===== src/rtl/bus_dma_pkg.sv =====
// Shared encodings for the bus DMA: FSM states, register offsets and bit positions.
package bus_dma_pkg;

    typedef enum logic [2:0] {
        ST_IDLE,
        ST_REQ,
        ST_RD,
        ST_RD_WAIT,
        ST_WR,
        ST_GAP,
        ST_DONE
    } state_e;

    // Config register offsets
    localparam logic [1:0] REG_SRC  = 2'd0;
    localparam logic [1:0] REG_DST  = 2'd1;
    localparam logic [1:0] REG_LEN  = 2'd2;
    localparam logic [1:0] REG_CTRL = 2'd3;

    // CTRL write bits
    localparam int unsigned CTRL_START    = 0;
    localparam int unsigned CTRL_CLR_DONE = 1;
    localparam int unsigned CTRL_BURST    = 2;

    // STAT read bits
    localparam int unsigned STAT_BUSY    = 0;
    localparam int unsigned STAT_DONE    = 1;
    localparam int unsigned STAT_BURST   = 2;
    localparam int unsigned STAT_CNT_LSB = 8;

    localparam int unsigned REG_W = 8;

endpackage


===== src/rtl/bus_dma_regs.sv =====
// Config register file (SRC/DST/LEN/burst) with combinational readback mux.
module bus_dma_regs
    import bus_dma_pkg::*;
#(
    parameter int unsigned DATA_W = 32
) (
    input  logic              clk,
    input  logic              reset_n,
    input  logic              cfg_wr_i,
    input  logic [1:0]        cfg_addr_i,
    input  logic [DATA_W-1:0] cfg_din_i,
    output logic [DATA_W-1:0] cfg_dout_o,
    input  logic              busy_i,
    input  logic              done_i,
    input  logic [REG_W-1:0]  count_i,
    output logic [REG_W-1:0]  src_o,
    output logic [REG_W-1:0]  dst_o,
    output logic [REG_W-1:0]  len_o,
    output logic              burst_o,
    output logic              start_o,
    output logic              clr_done_o
);

    logic [REG_W-1:0] src_q, src_d;
    logic [REG_W-1:0] dst_q, dst_d;
    logic [REG_W-1:0] len_q, len_d;
    logic             burst_q, burst_d;
    logic             ctrl_wr;

    // Only the low byte of write data carries register content.
    logic unused_cfg_bits;
    assign unused_cfg_bits = ^cfg_din_i[DATA_W-1:REG_W];

    assign ctrl_wr    = cfg_wr_i && (cfg_addr_i == REG_CTRL);
    assign start_o    = ctrl_wr && cfg_din_i[CTRL_START] && !busy_i;
    assign clr_done_o = ctrl_wr && cfg_din_i[CTRL_CLR_DONE];

    assign src_o   = src_q;
    assign dst_o   = dst_q;
    assign len_o   = len_q;
    assign burst_o = burst_q;

    // Next register contents: writes land only while the engine is idle.
    always_comb begin
        src_d   = src_q;
        dst_d   = dst_q;
        len_d   = len_q;
        burst_d = burst_q;
        if (cfg_wr_i && !busy_i) begin
            case (cfg_addr_i)
                REG_SRC:  src_d   = cfg_din_i[REG_W-1:0];
                REG_DST:  dst_d   = cfg_din_i[REG_W-1:0];
                REG_LEN:  len_d   = cfg_din_i[REG_W-1:0];
                default:  burst_d = cfg_din_i[CTRL_BURST];
            endcase
        end
    end

    // Register storage with asynchronous active-low reset.
    always_ff @(posedge clk or negedge reset_n) begin
        if (!reset_n) begin
            src_q   <= '0;
            dst_q   <= '0;
            len_q   <= '0;
            burst_q <= 1'b0;
        end else begin
            src_q   <= src_d;
            dst_q   <= dst_d;
            len_q   <= len_d;
            burst_q <= burst_d;
        end
    end

    // Readback mux; STAT reflects live engine status.
    always_comb begin
        cfg_dout_o = '0;
        case (cfg_addr_i)
            REG_SRC: cfg_dout_o[REG_W-1:0] = src_q;
            REG_DST: cfg_dout_o[REG_W-1:0] = dst_q;
            REG_LEN: cfg_dout_o[REG_W-1:0] = len_q;
            default: begin
                cfg_dout_o[STAT_BUSY]              = busy_i;
                cfg_dout_o[STAT_DONE]              = done_i;
                cfg_dout_o[STAT_BURST]             = burst_q;
                cfg_dout_o[STAT_CNT_LSB +: REG_W]  = count_i;
            end
        endcase
    end

endmodule


===== src/rtl/bus_dma.sv =====
// Single-channel bus DMA: copies LEN words from SRC to DST over an arbitrated bus.
module bus_dma
    import bus_dma_pkg::*;
#(
    parameter int unsigned ADDR_W = 8,
    parameter int unsigned DATA_W = 32
) (
    input  logic              clk,
    input  logic              reset_n,
    input  logic              cfg_wr,
    input  logic [1:0]        cfg_addr,
    input  logic [DATA_W-1:0] cfg_din,
    output logic [DATA_W-1:0] cfg_dout,
    output logic              m_req,
    input  logic              m_grant,
    output logic              m_wr,
    output logic [ADDR_W-1:0] m_address,
    output logic [DATA_W-1:0] m_dout,
    input  logic [DATA_W-1:0] m_din,
    output logic              irq
);

    state_e            state_q, state_d;
    logic [ADDR_W-1:0] src_ptr_q, src_ptr_d;
    logic [ADDR_W-1:0] dst_ptr_q, dst_ptr_d;
    logic [REG_W-1:0]  count_q, count_d;
    logic [DATA_W-1:0] buf_q, buf_d;
    logic              done_q, done_d;

    logic [REG_W-1:0]  src_reg, dst_reg, len_reg;
    logic              burst, start, clr_done, busy;

    assign busy = (state_q != ST_IDLE);

    bus_dma_regs #(
        .DATA_W(DATA_W)
    ) u_regs (
        .clk        (clk),
        .reset_n    (reset_n),
        .cfg_wr_i   (cfg_wr),
        .cfg_addr_i (cfg_addr),
        .cfg_din_i  (cfg_din),
        .cfg_dout_o (cfg_dout),
        .busy_i     (busy),
        .done_i     (done_q),
        .count_i    (count_q),
        .src_o      (src_reg),
        .dst_o      (dst_reg),
        .len_o      (len_reg),
        .burst_o    (burst),
        .start_o    (start),
        .clr_done_o (clr_done)
    );

    // Next-state, datapath updates and bus outputs decoded from the current state.
    always_comb begin
        state_d   = state_q;
        src_ptr_d = src_ptr_q;
        dst_ptr_d = dst_ptr_q;
        count_d   = count_q;
        buf_d     = buf_q;
        m_req     = 1'b0;
        m_wr      = 1'b0;
        m_address = '0;
        m_dout    = '0;
        irq       = 1'b0;
        case (state_q)
            ST_IDLE: begin
                if (start) begin
                    src_ptr_d = ADDR_W'(src_reg);
                    dst_ptr_d = ADDR_W'(dst_reg);
                    count_d   = len_reg;
                    state_d   = (len_reg == '0) ? ST_DONE : ST_REQ;
                end
            end
            ST_REQ: begin
                m_req = 1'b1;
                if (m_grant) state_d = ST_RD;
            end
            ST_RD: begin
                m_req     = 1'b1;
                m_address = src_ptr_q;
                if (m_grant) state_d = ST_RD_WAIT;
            end
            ST_RD_WAIT: begin
                m_req     = 1'b1;
                m_address = src_ptr_q;
                buf_d     = m_din;
                state_d   = ST_WR;
            end
            ST_WR: begin
                m_req     = 1'b1;
                m_wr      = 1'b1;
                m_address = dst_ptr_q;
                m_dout    = buf_q;
                if (m_grant) begin
                    src_ptr_d = src_ptr_q + ADDR_W'(1);
                    dst_ptr_d = dst_ptr_q + ADDR_W'(1);
                    count_d   = count_q - 8'd1;
                    if (count_q == 8'd1) state_d = ST_DONE;
                    else if (burst)      state_d = ST_RD;
                    else                 state_d = ST_GAP;
                end
            end
            ST_GAP: begin
                state_d = ST_REQ;
            end
            ST_DONE: begin
                irq     = 1'b1;
                state_d = ST_IDLE;
            end
            default: state_d = ST_IDLE;
        endcase
    end

    // Done flag: a clear in the same write as a start is applied before completion can set it.
    always_comb begin
        done_d = done_q;
        if (clr_done) done_d = 1'b0;
        if (state_d == ST_DONE && state_q != ST_DONE) done_d = 1'b1;
    end

    // Engine state registers; reset aborts any transfer immediately.
    always_ff @(posedge clk or negedge reset_n) begin
        if (!reset_n) begin
            state_q   <= ST_IDLE;
            src_ptr_q <= '0;
            dst_ptr_q <= '0;
            count_q   <= '0;
            buf_q     <= '0;
            done_q    <= 1'b0;
        end else begin
            state_q   <= state_d;
            src_ptr_q <= src_ptr_d;
            dst_ptr_q <= dst_ptr_d;
            count_q   <= count_d;
            buf_q     <= buf_d;
            done_q    <= done_d;
        end
    end

endmodule


===== config.mk =====
export PLATFORM = sky130hd
export DESIGN_NAME = bus_dma
export DESIGN_NICKNAME = d
export VERILOG_FILES = /design/src/rtl/bus_dma_pkg.sv /design/src/rtl/bus_dma_regs.sv /design/src/rtl/bus_dma.sv
export SDC_FILE = /design/constraint.sdc
export NUM_CORES = 1
export LEC_CHECK = 0
export BUFFER_PORTS_ARGS = -buffer_cell sky130_fd_sc_hd__clkbuf_2
export CORE_MARGIN = 2
export CORE_UTILIZATION = 30
export DETAILED_ROUTE_END_ITERATION = 16
export SYNTH_ARGS = -nofsm -noshare
export SYNTH_HDL_FRONTEND = slang
export SYNTH_SLANG_ARGS = --single-unit

===== constraint.sdc =====
create_clock -name clk -period 2.5 [get_ports clk]
set_input_delay 0.5 -clock clk [delete_from_list [all_inputs] [get_ports clk]]
set_output_delay 0.5 -clock clk [all_outputs]
set_load 0.05 [all_outputs]

-- Word level (Yosys, flattened, before mapping)
Cells that the tools add are included.
- RAM bits: 0
- output and inout bits: 75
- latch bits: 0
- bits in read-only memories: 0
- bits in registers: 85
- memories: 0
- equality and inequality tests: 14
- $add $sub $neg: 3
- shifts and indexed selects: 0
- $lt $le $gt $ge: 0
- multiplexer cells: 27
- bitwise logic cells: 1
- multipliers: 0
- divide/modulo/power cells: 0
- reductions and logical operators: 21
- operators with widths (kind ; number):
    8-bit one-hot mux with 2 select lines ; 4
    8-bit two-way mux ; 7
    32-bit two-way mux ; 1
    3-bit two-way mux ; 7
    3-bit one-hot mux with 6 select lines ; 1
    8-bit by 1-bit adder with 8-bit output (second input constant) ; 2
    5-bit one-hot mux with 3 select lines ; 1
    3-bit == test (second input constant) ; 4
    3-bit one-hot mux with 3 select lines ; 1
    8-bit by 1-bit == test with 1-bit output (second input constant) ; 1
    8-bit zero test ; 1
    2-bit AND reduction ; 4
    8-bit by 1-bit subtractor with 8-bit output (second input constant) ; 1
    3-bit by 2-bit == test with 1-bit output (second input constant) ; 2
    1-bit logical AND ; 6
    1-bit two-way mux ; 5
    2-bit == test (second input constant) ; 2
    2-bit != test (second input constant) ; 2
    2-bit nonzero test ; 2
    4-bit OR reduction ; 1
    3-bit by 1-bit == test with 1-bit output (second input constant) ; 1
    3-bit zero test ; 1
    3-bit != test (second input constant) ; 1
    3-bit AND reduction ; 1
    7 further kinds ; 7

-- Longest topological paths before layout
Gate-level depths: netlist of run 1.
- depth in word-level cells: 9
- gate-level depth with buffers: 8

-- Hierarchy
Synthesis of run 1 repeated with hierarchy kept, for this count alone.
- cell total of the unflattened synthesis: 424
- area, all modules: 4571.9 µm²
- by module, submodules not included (module ; seq. area each (µm²) ; instances ; area an instance (µm²) ; cells an instance):
    bus_dma ; 1501.4 ; 1 ; 3220.6 ; 322
    bus_dma_regs ; 625.6 ; 1 ; 1351.3 ; 102

-- Worst setup path after synthesis of run 1
Ideal clock, no wire load.
- kind: input to output
- start point: in cfg_addr[0]
- end point: out cfg_dout[4]
- arrival: 2209 ps
- slack: -209 ps
- data required time: 2000 ps
- stages on the path: 4
- cells stage by stage: buf_2 clkbuf_1 mux2i_1 o21ai_0
- longest elaborated chain between the ends: 2
- elaborated cells between the ends (all ways): 4
- RTL lines (what ; RTL line ; text):
    start, declared ; bus_dma.sv:11 ; input logic [1:0] cfg_addr,
    2-bit == test, or another cell as far along ; bus_dma_regs.sv:77 ; case (cfg_addr_i)
    5-bit one-hot mux with 3 select lines (*) ; bus_dma_regs.sv:77 ;
    end, declared ; bus_dma.sv:13 ; output logic [DATA_W-1:0] cfg_dout,
Mark *: on every way between the ends. The rest lies on a longest branch, timed or not.

-- Final worst setup path of run 1
- start point: reg state_q[1]
- end point: out cfg_dout[0]
- longest elaborated chain between the ends: 2
- RTL lines (what ; RTL line ; text):
    start, declared ; bus_dma.sv:23 ; state_e state_q, state_d;
    start signal, assigned ; bus_dma.sv:133 ; state_q <= state_d;
    3-bit nonzero test ; bus_dma.sv:33 ; assign busy = (state_q != ST_IDLE);
    3-bit one-hot mux with 3 select lines ; bus_dma_regs.sv:77 ;
Every way passes these cells.

==> impl_metrics.yaml, run 1 <==
timing:
  fin_ws_ns: 0.0422
  finalCriticalPeriod_ns: 2.46
  holdWs_ns: 0.0885
  worstMarginPinSlew_ns: 0.495
  final.setup.tns_ns: 0
  skew_ns: 0.00631
  slew_headroom: 0.667
  fmax_mhz: 407
  hold_viol_final: 0
  slew_violations: 0
  period_share: 0.983
  setup-violations-final: 0
floorplan:
  dieArea_um2: 16100
  core_um2: 14600
  io_pins: 145
  rows: 44
  dieWidth_um: 127
  start_util: 0.310
  die_h_um: 127
synthesis:
  synth_edf_count: 0
  ys_types: 50
  async_flop_share: 1.00
  synthCells: 427
  ys_seq_area_frac: 0.469
  synth_warnings: 0
  ys_ff_latch: 85
  synthesis.area_um2: 4530
  avgSynthCellArea_um2: 10.6
  synth_ff_type: "dfrtp_1"
finish:
  area.growth.synth_to_final_pct: 28.2
  layout-drive-gt1-share: 0.383
  nNetsFinal: 609
  fin_util: 0.397
  fill_cells: 1428
  n_antenna_cell: 0
  final_area_um2: 5810
  final_cell_count_no_fill: 722
  multi_input_area_um2: 2180
  ff_latch_area_um2: 2130
route:
  first_pass_iters: 5
  vias: 3655
  routed_wl_um: 11800
  ant_nets: 0
  first_iter_violations: 178
  drc_errors: 0
  routed_via_density: 5.06
  wl_per_cell_um: 16.3
critical_path:
  worstPathCellList: "buf_4 -> or3_4 -> mux4_2 -> buf_8"
  crit_path_max_fanout: 7
  start_kind: "flip-flop"
  cp_slowest_stage_delay_ns: 0.52
  cp.required_ns: 2.00
  worstPathArrival_ns: 1.96
  cpLargestDelayFamily: "multiplexers"
  crit_type: "flip-flop to output pin"
  cp_slowest_cell: "mux4_2"
  crit_buf_inv: 2
  cp-end-kind: "output pin"
placement:
  place.gp.congestion: 0.856
  hpwl_um: 8720
  post-place-cells: 706
  post_dp_cell_area_um2: 5400
  dp_slack_ns: 0.274
  io_buffers: 104
run:
  max_cap_violations: 0
pwr:
  p_per_area_nw_per_um2: 1320
  p_leak_nw: 2.67
  ir_drop_uv: 544
  finalPower_mw: 7.68
clocking:
  cts_tree: "yes"
  hold_buffers: 0
  clk_pin_slew_ns: 0.06
  clock_latency_ns: 0.34
  cts_num_sinks: 85
  htreeDepth: 3
  cts_buffers: 9
  clock_path_buffers: 2
  cts_root_buffer: "clkbuf_16"
global_route:
  overflow: 0
  grt_antenna_before_repair: 0
  grt_usage: 0.149
  grt_max_degree: 38
  grt_first_pass_wirelength_um: 19100
  first_global_vias: 3697
status:
  outcome: "completed"
min_path:
  hp-class: "input pin to asynchronous set/reset pin"
-- final timing paths --
check	from	endpoint	slack [ns]	cells past startpoint
worst min register to register	done_q$_DFFE_PN0P_	done_q$_DFFE_PN0P_	0.48	2
worst min-delay path	reset_n	buf_q[25]$_DFFE_PN0P_	0.09	1
max in group asynchronous	reset_n	buf_q[9]$_DFFE_PN0P_	1.76	2
worst max-delay path	state_q[1]$_DFF_PN0_	cfg_dout[0]	0.04	4
min in group clk	m_din[2]	buf_q[2]$_DFFE_PN0P_	0.39	2
worst max register to register	state_q[2]$_DFF_PN0_	count_q[0]$_DFFE_PN0P_	0.34	8
-- cells in the final DEF (no fill, tap or decap), drive strengths merged, types with 2 or more instances in the layout --
cell type  count
mux4           3
clkinv         2
buf           31
nand4          2
clkbuf       101
nand3         14
inv           10
o32ai          2
nor4           4
a31oi          4
nand2b         2
o21ai         27
or3            2
or2            2
nand3b         2
a2bb2oi        4
o211ai         2
ha             4
and3          12
dfrtp         85
mux2i          8
conb          16
o2bb2ai        2
a32oi          2
a22o           3
bufinv         2
a22oi          3
nor2          13
o22ai          8
and2          34
mux2          57
nand2         37
a21oi         24
-- power breakdown --
part	switching, mW	leakage [nW]	internal, mW
Sequential	0.589	1.01	2.06
Clock	0.524	0.147	0.860
Combinational	2.11	1.51	1.54
-- flip-flops by register name (all words and copies together) (netlist names) --
signal,count
buf_q,32
count_q,8
done_q,1
dst_ptr_q,8
src_ptr_q,8
state_q,3
u_regs.burst_o,1
u_regs.dst_o,8
u_regs.len_o,8
u_regs.src_o,8
-- layer usage --
metal / up-vias / track usage / wire length [µm]
met3: 17 / 0.0510 / 1040
met4: 0 / 0.0549 / 208
met2: 177 / 0.244 / 5600
li1: 1706 / - / -
met1: 1755 / 0.183 / 4910
met5: - / 0 / 0
-- worst register-to-register path, delay by kind of cell (launching register included) --
family | cells | cell delay (ns)
compound gates | 2 | 0.31
flops | 1 | 0.43
buf+inv | 4 | 0.71
simple gates | 1 | 0.38
mux | 1 | 0.20
-- cell usage after synthesis (all sizes together), types with 3 or more instances --
library cell | number | share of area
a21oi | 24 | 0.026
a22o | 3 | 0.0058
a22oi | 3 | 0.0050
a2bb2oi | 4 | 0.0077
a31oi | 4 | 0.0055
and2 | 34 | 0.047
and3 | 12 | 0.017
buf | 33 | 0.051
clkbuf | 8 | 0.0066
dfrtp | 85 | 0.47
ha | 4 | 0.011
inv | 10 | 0.0083
mux2 | 57 | 0.14
mux2i | 8 | 0.018
mux4 | 3 | 0.015
nand2 | 37 | 0.031
nand3 | 14 | 0.015
nor2 | 13 | 0.011
nor4 | 4 | 0.0055
o21ai | 27 | 0.030
o22ai | 8 | 0.011
-- logic make-up (layout without fill, tap and decap cells) --
family	count (synthesis)	after routing	share of synthesized area
simple gates	129	129	0.156
other cells	1	16	0.000827
buf+inv	51	147	0.0659
mux	68	68	0.174
compound gates	89	89	0.123
flops	85	85	0.469
fa+ha+maj	4	4	0.0110
-- what timing repair did --
item                       CTS  global route
gates resized for setup     33             2
setup buffers                0             2
setup endpoints to repair   31            36
-- layout make-up --
cell class	instances	area share
Inverter	10	0.00689
Clock inverter	5	0.0133
Clock buffer	9	0.0387
Tap cell	184	0.0396
Timing Repair Buffer	123	0.161
Sequential cell	85	0.366
Multi-Input combinational cell	306	0.374
No activity file was read; power rests on OpenSTA's default activity.
==> run 2, diff against run 1 <==
--- a/config.mk
+++ b/config.mk
@@ -9,6 +9,7 @@
 export CORE_MARGIN = 2
 export CORE_UTILIZATION = 30
 export DETAILED_ROUTE_END_ITERATION = 16
+export GPL_TIMING_DRIVEN = 0
 export SYNTH_ARGS = -nofsm -noshare
 export SYNTH_HDL_FRONTEND = slang
 export SYNTH_SLANG_ARGS = --single-unit
==> run 2 against run 1 <==
Effect of this change: sequential share of layout area decreased by 0.84 points; first-iteration DRC count increased by 43%; utilization increased by 0.98 points; fmax increased by 0.42%; die area unchanged; cell count increased by 4.2%; via count increased by 3.8%; combinational power about the same; hold slack improved by 0.019 ns; register-to-register slack about the same; clock power decreased by 9%; design area increased by 2.5%.
==> impl_metrics.yaml, run 2 (same netlist as run 1, synthesis figures left out) <==
finish:
  area.growth.synth_to_final_pct: 31.4
  n_antenna_cell: 0
  fill_cells: 1433
  final_area_um2: 5960
  final_cell_count_no_fill: 752
  largest_reg_flops: 32
  nNetsFinal: 637
  mostFrequentLayoutCell: "dfrtp_1"
  final_cell_mix: "dfrtp_1 (83), clkbuf_2 (66), mux2_2 (57), buf_4 (38), nand2_1 (36)"
  largest-register: "buf_q"
  layout-drive-gt1-share: 0.419
global_route:
  met1_usage: 0.205
  grt_max_degree: 61
  grt_usage: 0.163
  grt_first_pass_wirelength_um: 20500
  first_global_vias: 3976
  grt_use_met3: 0.0464
  overflow: 0
  busiest_layer: "met2"
  grt_antenna_before_repair: 0
  grt_use_met2: 0.265
critical_path:
  crit_buf_inv: 4
  crit_type: "flip-flop to output pin"
  crit_path_max_fanout: 10
  worstPathCellList: "or3b_4 -> inv_4 -> buf_8 -> buf_8 -> a22o_1 -> buf_8"
  cpLargestDelayFamily: "buffers and inverters"
  start_kind: "flip-flop"
  worstPathArrival_ns: 1.95
  cp_slowest_cell: "dfrtp_2"
  cp-end-kind: "output pin"
  cp_common_cell: "buf_8"
  cp_slowest_stage_delay_ns: 0.43
  cp.required_ns: 2.00
timing:
  rsz0062_at_grt: "yes"
  skew_ns: 0.00869
  worstMarginPinSlew_ns: 0.598
  final.setup.tns_ns: 0
  finalCriticalPeriod_ns: 2.45
  holdWs_ns: 0.108
  fmax_mhz: 409
  period_share: 0.979
  hold_viol_final: 0
  setup-violations-final: 0
  slew_headroom: 0.601
  slew_violations: 0
pwr:
  sw_frac_of_total: 0.434
  p_leak_nw: 2.81
  p_per_area_nw_per_um2: 1270
  seqPwrFrac: 0.351
  p_comb_frac: 0.483
  pwr-share-clk: 0.167
  ir_drop_uv: 667
  intPower_mw: 4.29
  p_switching_mw: 3.29
route:
  routed_via_density: 5.04
  vias: 3793
  wl_per_cell_um: 17.0
  first_iter_violations: 255
  first_pass_iters: 4
  drc_errors: 0
  routed_wl_um: 12800
  ant_nets: 0
floorplan:
  io_pins: 145
  dieArea_um2: 16100
  die_h_um: 127
  start_util: 0.310
  core_um2: 14600
  dieWidth_um: 127
  rows: 44
min_path:
  hp-class: "input pin to asynchronous set/reset pin"
clocking:
  cts_root_buffer: "clkbuf_16"
  cts_buffers: 9
  hold_buffers: 0
  cts_num_sinks: 85
  clock_path_buffers: 2
  cts_tree: "yes"
  clk_pin_slew_ns: 0.06
  clock_latency_ns: 0.34
  htreeDepth: 3
status:
  outcome: "completed"
placement:
  hpwl_um: 9240
  post_dp_cell_area_um2: 5380
  place.gp.congestion: 0.891
  io_buffers: 104
  post-place-cells: 731
run:
  max_cap_violations: 0
run 2: worst reg2reg max path, stage by stage, from the launching register on:
cell,delay [ns]
dfrtp_2,0.43
buf_4,0.15
nor4b_4,0.48
nor3b_4,0.59
mux2_2,0.40
run 2: final timing paths:
| check | from | endpoint | slack, ns | cells past startpoint |
|---|---|---|---|---|
| min | reset_n | buf_q[28]$_DFFE_PN0P_ | 0.11 | 1 |
| max reg2reg | state_q[1]$_DFF_PN0_ | u_regs.src_o[6]$_DFFE_PN0P_ | 0.35 | 4 |
| max in group asynchronous | reset_n | u_regs.len_o[6]$_DFFE_PN0P_ | 1.76 | 2 |
| max | state_q[1]$_DFF_PN0_ | m_address[5] | 0.05 | 6 |
| min in group clk | m_din[2] | buf_q[2]$_DFFE_PN0P_ | 0.39 | 2 |
| min reg2reg | done_q$_DFFE_PN0P_ | done_q$_DFFE_PN0P_ | 0.49 | 2 |
run 2: stage by stage:
stage | worst slack (ns) | utilization | power [mW]
after global placement | -0.104 | 0.365 | 5.88
after detailed placement | -0.108 | 0.367 | 5.99
after global routing | -0.00713 | 0.407 | 8.03
after CTS | 0.00935 | 0.404 | 7.55
final | 0.0524 | 0.407 | 7.58
after floorplan | 0.0530 | - | 5.06
run 2: area by class of cell:
class,count,area [µm²],share of cell area
Timing Repair Buffer,111,769,0.129
Clock buffer,12,256,0.0430
Buffer,40,315,0.0529
Clock inverter,4,22.5,0.00378
Multi-Input combinational cell,306,2190,0.368
Sequential cell,85,2130,0.357
Tap cell,184,230,0.0386
Inverter,10,40.0,0.00672
run 2: routing by layer:
layer | part of all wire | vias up | wire length [µm]
met5 | 0 | - | 0
met2 | 0.47 | 200 | 5980
li1 | - | 1770 | -
met3 | 0.092 | 25 | 1180
met1 | 0.42 | 1798 | 5370
met4 | 0.022 | 0 | 286
run 2: timing repair:
item                       in CTS  in global routing
gates resized for setup        67                 44
pin swaps                       1                  0
setup endpoints to repair      41                 39
buffers inserted                6                  0
run 2: power by group through the flow:
stage	Sequential, mW	Clock [mW]	Combinational, mW
6_report	2.66	1.26	3.66
5_1_grt	2.75	1.36	3.93
2_1_floorplan	2.44	0	2.62
4_1_cts	2.64	1.30	3.60
3_3_place_gp	2.62	0	3.25
3_5_place_dp	2.66	0	3.33
==> run 3, diff against run 2 <==
--- a/config.mk
+++ b/config.mk
@@ -7,9 +7,10 @@
 export LEC_CHECK = 0
 export BUFFER_PORTS_ARGS = -buffer_cell sky130_fd_sc_hd__clkbuf_2
 export CORE_MARGIN = 2
-export CORE_UTILIZATION = 30
+export CORE_UTILIZATION = 51
 export DETAILED_ROUTE_END_ITERATION = 16
 export GPL_TIMING_DRIVEN = 0
+export PLACE_DENSITY = 0.8
 export SYNTH_ARGS = -nofsm -noshare
 export SYNTH_HDL_FRONTEND = slang
 export SYNTH_SLANG_ARGS = --single-unit
==> run 3 against run 2 <==
Effect of this change: register-to-register slack hardly changed; largest cell class unchanged; sequential power is essentially flat; clock skew up 0.00083 ns; routed wire length shrank 4.6%; worst setup slack lost 0.029 ns; sequential share of layout area increased by 0.43 points; power fell by 2.5%; cell count down 10%.
==> impl_metrics.yaml, run 3 (same netlist as run 1, synthesis figures left out) <==
critical_path:
  crit_buf_inv: 4
  cp_slowest_stage_delay_ns: 0.44
  worstPathArrival_ns: 1.98
  crit_type: "flip-flop to output pin"
  regToRegEndpoint: "u_regs.src_o[6]$_DFFE_PN0P_"
  worstPathCellList: "or3b_4 -> inv_4 -> buf_8 -> buf_8 -> a22o_1 -> buf_8"
  start_kind: "flip-flop"
  cp_common_cell: "buf_8"
  cp_slowest_cell: "dfrtp_2"
  cp-end-kind: "output pin"
  r2r_cells: 4
  cp.required_ns: 2.00
  crit_path_max_fanout: 10
  cpLargestDelayFamily: "buffers and inverters"
  r2r_slack_ns: 0.35
  timing.rr.start: "state_q[1]$_DFF_PN0_"
clocking:
  clk_pin_slew_ns: 0.09
  cts_buffers: 9
  htreeDepth: 3
  cts_tree: "yes"
  clock_latency_ns: 0.36
  cts_num_sinks: 85
  cts_root_buffer: "clkbuf_8"
  hold_buffers: 0
  clock_path_buffers: 2
route:
  wl_per_cell_um: 18.1
  dr.max_layer_used: "met4"
  wl_met2_um: 6030
  routed_wl_um: 12200
  drc_errors: 0
  ant_nets: 0
  vias: 3896
  first_pass_iters: 5
  met1_length_um: 4810
  wl_met3_um: 1230
  first_iter_violations: 324
  routed_via_density: 5.76
finish:
  largest-register: "buf_q"
  mostFrequentLayoutCell: "dfrtp_1"
  n_antenna_cell: 0
  final_cell_mix: "dfrtp_1 (83), clkbuf_2 (65), mux2_2 (57), nand2_1 (36), buf_4 (31)"
  largest_reg_flops: 32
  area.growth.synth_to_final_pct: 29.8
  layout-drive-gt1-share: 0.430
  final_area_um2: 5890
  nNetsFinal: 637
pwr:
  ir_drop_uv: 659
  p_per_area_nw_per_um2: 1260
  p_leak_nw: 2.81
timing:
  rsz0062_at_grt: "yes"
  fmax_mhz: 404
  final.setup.tns_ns: 0
  period_share: 0.991
  skew_ns: 0.00952
  holdWs_ns: 0.150
  setup-violations-final: 0
  hold_viol_final: 0
  slew_headroom: 0.592
  fin_ws_ns: 0.0235
  finalCriticalPeriod_ns: 2.48
  slew_violations: 0
  worstMarginPinSlew_ns: 0.613
placement:
  post_dp_cell_area_um2: 5280
  place.gp.congestion: 0.976
  io_buffers: 104
  dp_slack_ns: -0.121
  hpwl_um: 8490
run:
  max_cap_violations: 0
status:
  outcome: "completed"
floorplan:
  die_h_um: 98.3
  dieArea_um2: 9660
  dieWidth_um: 98.3
  io_pins: 145
  rows: 34
  start_util: 0.522
  core_um2: 8680
global_route:
  overflow: 0
  grt_first_pass_wirelength_um: 19600
  grt_antenna_before_repair: 0
  grt_usage: 0.255
  first_global_vias: 3908
  grt_max_degree: 47
min_path:
  hp-class: "input pin to asynchronous set/reset pin"
==> run 3: cell types whose count changed in the layout (fill, tap and decap cells not counted), moves of 2 or more <==
cell	before	now
clkbuf_8	10	19
buf_6	9	5
clkbuf_16	9	0
and2_1	33	28
inv_6	0	2
and2_4	0	5
clkbuf_4	11	6
buf_4	38	31
buf_8	6	19
==> run 3: power by group <==
group	leakage (nW)	internal, mW	switching [mW]
Combinational	1.71	1.55	2.16
Sequential	1.00	2.06	0.612
Clock	0.100	0.467	0.539
==> run 3: cell type report <==
class / count / area, µm²
fillers: 694 / 2790
multi-input cells: 306 / 2210
flip-flops and latches: 85 / 2130
repair buffers: 112 / 866
plain buffers: 39 / 310
well taps: 108 / 135
clock buffers: 9 / 124
clock inverters: 7 / 73.8
inverters: 10 / 40.0
==> run 3: how the worst max path moves through the flow <==
stage	to	start	cells past startpoint	slack, ns
after floorplan	cfg_dout[3]	cfg_addr[1]	3	0.05
after global placement	m_address[2]	state_q[0]$_DFF_PN0_	6	-0.07
after detailed placement	m_address[2]	state_q[0]$_DFF_PN0_	6	-0.12
after CTS	m_address[1]	state_q[1]$_DFF_PN0_	6	0.01
after global routing	m_address[0]	state_q[0]$_DFF_PN0_	6	-0.003
final	m_address[0]	state_q[0]$_DFF_PN0_	6	0.02
==> run 3: repair_timing <==
| item | in CTS | in global routing |
|---|---|---|
| setup endpoints to repair | 41 | 32 |
| pin swaps | 0 | 1 |
| setup buffers | 7 | 0 |
| resized for setup | 74 | 51 |
==> run 3: through the flow <==
stage	util	power (mW)	instances
5_1_grt	0.678	7.78	676
4_1_cts	0.670	7.21	676
3_5_place_dp	0.609	5.94	655
3_3_place_gp	0.605	5.82	654
2_1_floorplan	-	5.06	442
6_report	0.678	7.39	676
==> run 3: worst reg2reg max path, stage by stage, from the launching register on <==
cell and delay [ns]:
dfrtp_2 0.44, buf_4 0.15, nor4b_4 0.46, nor3b_4 0.57, mux2_2 0.41
==> run 3: per-layer routing <==
layer,track usage,vias up
li1,-,1773
met1,0.334,1879
met2,0.420,223
met3,0.0630,21
met4,0.0843,0
met5,0,-
